==> config.mk <==
export PLATFORM = sky130hd
export DESIGN_NAME = branch_trace_encoder
export DESIGN_NICKNAME = d
export VERILOG_FILES = /design/src/rtl/branch_trace_encoder.sv
export SDC_FILE = /design/constraint.sdc
export NUM_CORES = 1
export LEC_CHECK = 0
export ABC_AREA = 0
export CORE_ASPECT_RATIO = 1.2
export CORE_UTILIZATION = 31
export DETAILED_ROUTE_END_ITERATION = 16
export MAX_ROUTING_LAYER = met4
export PLACE_DENSITY = 0.57
export SLEW_MARGIN = 20
export SYNTH_ARGS = -nofsm -noshare
export SYNTH_HDL_FRONTEND = slang
export SYNTH_SLANG_ARGS = --single-unit
==> constraint.sdc <==
create_clock -name clk -period 13.3 [get_ports clk]
set_clock_uncertainty 0.15 [all_clocks]
set_input_delay 2.66 -clock clk [delete_from_list [all_inputs] [get_ports clk]]
set_output_delay 2.66 -clock clk [all_outputs]
set_load 0.01 [all_outputs]
==> src/rtl/branch_trace_encoder.sv <==
// Retire-stream trace encoder: packs branch/sequential events into byte packets,
// buffers them in a packet FIFO and serialises them onto a valid/ready byte stream.

package decoder_pkg;
    typedef enum logic {
        PC_NEXT   = 1'b0,
        PC_BRANCH = 1'b1
    } pc_mux_t;
endpackage

package branch_trace_encoder_pkg;
    typedef struct packed {
        logic        is_br;
        logic [6:0]  count;
        logic [31:0] target;
    } trace_pkt_t;
endpackage

module branch_trace_encoder
    import decoder_pkg::*;
    import branch_trace_encoder_pkg::*;
#(
    parameter int unsigned FIFO_DEPTH = 8
) (
    input  logic                            clk,
    input  logic                            reset_n,
    input  logic                            retire_valid,
    input  pc_mux_t                         retire_pc_sel,
    input  logic [31:0]                     retire_target,
    input  logic                            flush,
    output logic [7:0]                      tx_data,
    output logic                            tx_valid,
    input  logic                            tx_ready,
    output logic                            overflow,
    output logic [$clog2(FIFO_DEPTH):0]     fifo_level
);

    localparam int unsigned PTR_W = $clog2(FIFO_DEPTH);
    localparam int unsigned LVL_W = PTR_W + 1;
    localparam int unsigned CNT_W = 7;

    typedef enum logic [2:0] {
        S_IDLE,
        S_HDR,
        S_B0,
        S_B1,
        S_B2,
        S_B3
    } state_t;

    state_t             state_q, state_d;
    trace_pkt_t         shadow_q, shadow_d;
    logic [7:0]         tx_data_q, tx_data_d;
    logic               tx_valid_q, tx_valid_d;
    logic [CNT_W-1:0]   seq_cnt_q, seq_cnt_d;
    logic               overflow_q, overflow_d;
    logic [PTR_W-1:0]   wr_ptr_q, rd_ptr_q;
    logic [LVL_W-1:0]   level_q, level_d;
    trace_pkt_t         mem_q [FIFO_DEPTH];

    logic               push_c;
    trace_pkt_t         push_pkt_c;
    logic               pop_c;
    logic               accept_c;
    logic               full_c;
    logic               empty_c;

    assign full_c   = (level_q == LVL_W'(FIFO_DEPTH));
    assign empty_c  = (level_q == '0);
    assign accept_c = push_c && (!full_c || pop_c);

    // Packet generation; a dropped push still advances seq_cnt
    always_comb begin
        push_c     = 1'b0;
        push_pkt_c = '0;
        seq_cnt_d  = seq_cnt_q;
        if (retire_valid) begin
            if (retire_pc_sel == PC_BRANCH) begin
                push_c     = 1'b1;
                push_pkt_c = '{is_br: 1'b1, count: seq_cnt_q, target: retire_target};
                seq_cnt_d  = '0;
            end else if (seq_cnt_q == CNT_W'(127)) begin
                push_c     = 1'b1;
                push_pkt_c = '{is_br: 1'b0, count: seq_cnt_q, target: 32'h0};
                seq_cnt_d  = CNT_W'(1);
            end else begin
                seq_cnt_d  = seq_cnt_q + CNT_W'(1);
            end
        end else if (flush && (seq_cnt_q != '0)) begin
            push_c     = 1'b1;
            push_pkt_c = '{is_br: 1'b0, count: seq_cnt_q, target: 32'h0};
            seq_cnt_d  = '0;
        end
    end

    always_comb begin
        overflow_d = overflow_q | (push_c & ~accept_c);
        level_d    = level_q;
        case ({accept_c, pop_c})
            2'b10:   level_d = level_q + LVL_W'(1);
            2'b01:   level_d = level_q - LVL_W'(1);
            default: level_d = level_q;
        endcase
    end

    // Serialiser next state; tx outputs are derived from the next state so they register cleanly
    always_comb begin
        state_d    = state_q;
        shadow_d   = shadow_q;
        pop_c      = 1'b0;
        tx_data_d  = 8'h00;
        tx_valid_d = 1'b0;
        case (state_q)
            S_IDLE: begin
                if (!empty_c) begin
                    pop_c    = 1'b1;
                    shadow_d = mem_q[rd_ptr_q];
                    state_d  = S_HDR;
                end
            end
            S_HDR:   if (tx_ready) state_d = shadow_q.is_br ? S_B0 : S_IDLE;
            S_B0:    if (tx_ready) state_d = S_B1;
            S_B1:    if (tx_ready) state_d = S_B2;
            S_B2:    if (tx_ready) state_d = S_B3;
            S_B3:    if (tx_ready) state_d = S_IDLE;
            default: state_d = S_IDLE;
        endcase
        case (state_d)
            S_HDR:   tx_data_d = {shadow_d.is_br, shadow_d.count};
            S_B0:    tx_data_d = shadow_d.target[7:0];
            S_B1:    tx_data_d = shadow_d.target[15:8];
            S_B2:    tx_data_d = shadow_d.target[23:16];
            S_B3:    tx_data_d = shadow_d.target[31:24];
            default: tx_data_d = 8'h00;
        endcase
        tx_valid_d = (state_d != S_IDLE);
    end

    always_ff @(posedge clk or negedge reset_n) begin
        if (!reset_n) begin
            state_q    <= S_IDLE;
            shadow_q   <= '0;
            tx_data_q  <= 8'h00;
            tx_valid_q <= 1'b0;
            seq_cnt_q  <= '0;
            overflow_q <= 1'b0;
            wr_ptr_q   <= '0;
            rd_ptr_q   <= '0;
            level_q    <= '0;
        end else begin
            state_q    <= state_d;
            shadow_q   <= shadow_d;
            tx_data_q  <= tx_data_d;
            tx_valid_q <= tx_valid_d;
            seq_cnt_q  <= seq_cnt_d;
            overflow_q <= overflow_d;
            level_q    <= level_d;
            if (accept_c) wr_ptr_q <= wr_ptr_q + PTR_W'(1);
            if (pop_c)    rd_ptr_q <= rd_ptr_q + PTR_W'(1);
        end
    end

    always_ff @(posedge clk) begin
        if (accept_c) mem_q[wr_ptr_q] <= push_pkt_c;
    end

    assign tx_data    = tx_data_q;
    assign tx_valid   = tx_valid_q;
    assign overflow   = overflow_q;
    assign fifo_level = level_q;

endmodule

# Word level (Yosys, flattened, before mapping)
# Memory sizes are Yosys's and may differ from the RTL's.
# Index checks and enable logic that the tools add are counted.
[op_classes]
n_addsub = 5
n_eq_ne = 14
mux = 28
bitwise_logic = 3
reduce_logical = 10
[ops]
columns = ["op", "n"]
rows = [
  ["two-way mux 40 bit", 4],
  ["two-way mux 39 bit", 2],
  ["case mux 8 bit (5 select lines)", 1],
  ["two-way mux 7 bit", 4],
  ["two-way mux 3 bit", 6],
  ["case mux 3 bit (6 select lines)", 1],
  ["== test 3 x 2 -> 1 bit, second input constant", 4],
  ["== test 3 bit, second input constant", 4],
  ["two-way mux 1 bit", 8],
  ["case mux 4 bit (2 select lines)", 1],
  ["adder 7 x 1 -> 7 bit, second input constant", 1],
  ["== test 7 bit, second input constant", 1],
  ["nonzero test 7 bit", 1],
  ["adder 3 x 1 -> 3 bit, second input constant", 2],
  ["== test 3 x 1 -> 1 bit, second input constant", 2],
  ["adder 4 x 1 -> 4 bit, second input constant", 1],
  ["== test 4 bit, second input constant", 1],
  ["zero test 4 bit", 1],
  ["nonzero test 2 bit", 2],
  ["subtractor 4 x 1 -> 4 bit, second input constant", 1],
  ["zero test 3 bit", 1],
  ["nonzero test 3 bit", 1],
  ["== test 2 x 1 -> 1 bit, second input constant", 1],
  ["== test 2 bit, second input constant", 1],
  ["7 further kinds", 8],
]
[word_totals]
register_bits = 70
ram_bits = 320
in_bits = 38
out_inout_bits = 14
wordCells = 72
mem_count = 1
[memory_table]
columns = ["memory", "depth", "width", "read_ports", "rd_clocked_by_memory_dff", "write_ports", "line_no", "rtl"]
rows = [
  ["mem_q", 8, 40, 1, 0, 1, "59", "trace_pkt_t mem_q [FIFO_DEPTH];"],
]

# Longest topological paths before layout
[depth]
depth_word = 8
depth_mapped = 13
mapped_depth_nobuf = 13

# Worst setup path before layout
# No wires, ideal clock.
[synth_timing]
path_kind = "input port to flip-flop"
startpoint = "input flush"
endpoint = "memory mem_q[1][0] (netlist name), enable pin"
arrival_ns = 6.332
setup_slack_ns = 6.331
cell_stages = 6
path_cell_list = "inv_1 > a31oi_1 > a2bb2oi_2 > buf_2 > nand3_1 > nor3_1"
[synth_between]
elab_chain_cells = 6
[synth_rtl]
columns = ["element", "line_no", "rtl"]
rows = [
  ["start: declaration", "30", "input logic flush,"],
  ["logical AND 1 bit", "89", "end else if (flush && (seq_cnt_q != '0)) begin"],
  ["two-way mux 1 bit", "89", ""],
  ["two-way mux 1 bit", "77", "if (retire_valid) begin"],
  ["logical AND 1 bit", "70", "assign accept_c = push_c && (!full_c || pop_c);"],
  ["two-way mux 1 bit", "164", "if (accept_c) mem_q[wr_ptr_q] <= push_pkt_c;"],
  ["two-way mux 1 bit (implied by the code)", "164", ""],
  ["end: declaration", "59", ""],
]
# No other way between the ends.

# Worst setup path in the final report
[layout_timing]
startpoint = "input flush"
endpoint = "memory mem_q[1][23] (netlist name), enable pin"
# Same word-level chain as after synthesis.

==> impl_metrics.py <==
metrics = {
    "status": {
        "status": "complete, but fails checks",
        "violations": "design-rule violations",
    },
    "clocking": {
        "clk_latency_ns": 0.54,
        "htreeDepth": 2,
        "cts_resized": 0,
        "cts_root_buf": "clkbuf_16",
        "cts_tree": "done",
        "cts_buffers": 41,
        "path_clk_slew_ns": 0.06,
        "cts_buffer_depth": 3,
        "cts_hold_buf": 0,
        "cts_setup_buffers": 0,
        "cts_sinks": 390,
    },
    "worst_setup_path": {
        "max_stage_delay_ns": 0.85,
        "end_kind": "register",
        "crit_required_ns": 13.30,
        "crit_chain": "clkdlybuf4s50_1 -> inv_1 -> a31oi_1 -> a2bb2oi_2 -> nand3_1 -> nor3_2 -> buf_4",
        "path_buf_inv": 3,
        "cp_slowest_cell": "nor3_2",
        "crit_fanout": 31,
        "critPathLaunchType": "input pin",
        "r2r_slack_ns": 9.06,
        "crit_type": "in2reg",
        "path_delay_family": "simple AND/OR/NAND/NOR gates",
        "arrival_ns": 6.04,
    },
    "sta": {
        "holdWs_ns": 0.330,
        "relSlewSlack": 0.332,
        "grt_setup_unrepaired": "false",
        "final.setup.worst_slack_ns": 7.27,
        "finalHoldViolCount": 0,
        "fmax_mhz": 166,
        "finalWorstPathRequiredPeriod_ns": 6.03,
        "setup_violations": 0,
        "fin_crit_sh": 0.454,
        "tightest_slew_ns": 0.995,
        "fin_tns_setup_ns": 0,
        "slew_viol_final": 0,
    },
    "final_layout": {
        "layout_common_cells": "edfxtp_1, mux4_2, dfrtp_1, clkdlybuf4s50_1, clkbuf_16",
        "drive_gt1_frac": 0.184,
        "nNetsFinal": 943,
        "area_delta_synth_final_pct": 16.1,
        "antenna_cells": 0,
        "fin_cells": 1566,
        "finish.instance_area_um2": 18000,
        "final_common_cell": "edfxtp_1",
        "fillers": 4531,
    },
    "routing": {
        "drt-pass1-iter-count": 11,
        "drt_iter0_markers": 687,
        "vias_per_cell": 4.88,
        "remaining_drc_errors": 6,
        "vias": 7649,
        "ant_nets": 0,
        "wl_um": 33700,
        "wire_per_inst_um": 21.5,
    },
    "floorplanning": {
        "design.core.area_um2": 49300,
        "die_area_um2": 50900,
        "io-pin-count": 52,
        "num_rows": 89,
        "fp.dieW_um": 206,
        "die_height_um": 247,
        "start_util": 0.314,
    },
    "worst_hold_path": {
        "hold_path.class": "reg2reg",
    },
    "synth": {
        "synth_async_sr_flop_share": 0.179,
        "ys.flop_type": "edfxtp_1",
        "synth_edf_count": 320,
        "yosysWarnings": 0,
        "synthCells": 838,
        "synth_cell_type_count": 54,
        "syn_area_per_cell_um2": 18.5,
        "synth_nets": 883,
        "ys_seq_elements": 390,
        "syn-cell-area_um2": 15500,
        "synth_seq_area_share": 0.732,
    },
    "place": {
        "dpl_cell_area_um2": 16700,
        "port_buffers": 51,
        "place_inst": 1492,
        "dp_hpwl_um": 19100,
        "globalplace.congestion": 0.762,
        "post-place-ws_ns": 6.77,
    },
    "global_route": {
        "grtUsageTotal": 0.140,
        "grt_pass1_vias": 8233,
        "antenna_found_initial": 0,
        "grt_pass1_wl_um": 51000,
        "overflow": 0,
        "grt_max_degree": 71,
    },
    "pwr": {
        "cellPowerDensity_nw_per_um2": 218,
        "p_leak_nw": 6.28,
        "vdd_ir_drop_max_uv": 99.2,
    },
    "job": {
        "max_cap_violations": 0,
    },
}
-- state kept, by name, summed over array words and instances, names as in the netlist --
register and cells:
mem_q 320, state_q 3, shadow_q 40, rd_ptr_q 3, overflow 1, tx_valid 1
wr_ptr_q 3, fifo_level 4, seq_cnt_q 7, tx_data 8
-- cell families after synthesis --
family / share of synthesized area
flops: 0.732
simple gates: 0.0495
mux: 0.146
compound gates: 0.0403
buf+inv: 0.0193
xor+xnor: 0.00621
fa+ha+maj: 0.00613
-- Yosys cell counts, types with 2 or more instances --
cell       count  share of area
edfxtp_1     320           0.62
mux4_2        80           0.12
dfrtp_1       70           0.11
nor2_1        43          0.010
mux2i_1       41          0.026
and3_1        35          0.014
nand2_1       33         0.0080
o21ai_0       26         0.0084
buf_2         23         0.0074
a21oi_1       19         0.0061
clkbuf_1      14         0.0034
inv_1         11         0.0027
a21o_1         9         0.0044
a32oi_1        8         0.0045
nor2b_1        7         0.0028
xnor2_1        7         0.0040
a211o_1        6         0.0034
ha_1           6         0.0048
nor3_1         6         0.0019
a221o_1        5         0.0032
and2_1         5         0.0020
nand3_1        5         0.0016
o21ai_1        5         0.0016
buf_6          4         0.0029
mux2_2         4         0.0029
nand2b_1       4         0.0016
xor2_1         4         0.0023
buf_4          3         0.0015
o2111ai_1      3         0.0017
o22ai_1        3         0.0012
or3_1          3         0.0012
buf_1          2        0.00048
nor3b_1        2        0.00097
o221ai_1       2         0.0011
-- worst reg2reg max path: stages, from the launching register on --
cell and delay, ns:
dfrtp_1 0.44, inv_1 0.09, ha_1 0.19, nor4b_1 0.14, a31oi_1 0.37, a2bb2oi_2 0.56
nand3_1 0.47, nor3_2 0.85, buf_4 0.59
-- layer usage --
metal,vias to the layer above,track usage,part of all wire
met5,-,-,0
met3,50,0.0239,0.034
li1,3458,-,-
met4,0,0.0327,0.018
met1,4010,0.175,0.44
met2,131,0.235,0.51
-- worst paths after layout --
check / to / startpoint / depth (start not counted)
max: mem_q[1][23] / flush / 7
min: shadow_q[34] / shadow_q[34] / 1
max reg2reg: mem_q[1][23] / seq_cnt_q[0] / 8
min reg2reg: shadow_q[34] / shadow_q[34] / 1
max in group asynchronous: rd_ptr_q[0] / reset_n / 1
min in group asynchronous: seq_cnt_q[5] / reset_n / 1
-- final cells by class --
type                       count  area [µm²]  share of cell area
multi-input combinational    390        3910               0.217
inverter                      11        41.3             0.00229
clock buffer                  60        1170              0.0650
clock inverter                14         130             0.00722
sequential                   390       11400               0.631
tap                          637         797              0.0442
timing repair buffer          64         596              0.0331
-- through the flow --
step           total power [W]   util
2_1_floorplan          0.00251      -
3_3_place_gp           0.00286  0.339
4_1_cts                0.00399  0.365
3_5_place_dp           0.00288  0.339
6_report               0.00393  0.365
5_1_grt                0.00412  0.365
-- power breakdown --
group / switching (W) / leakage [nW] / internal (W)
registers: 0.000155 / 3.82 / 0.00157
clock network: 0.000453 / 0.626 / 0.000651
logic: 0.000596 / 1.84 / 0.000503
total: 0.00120 / 6.28 / 0.00272
Note: power is estimated with default switching activity, not from simulation.
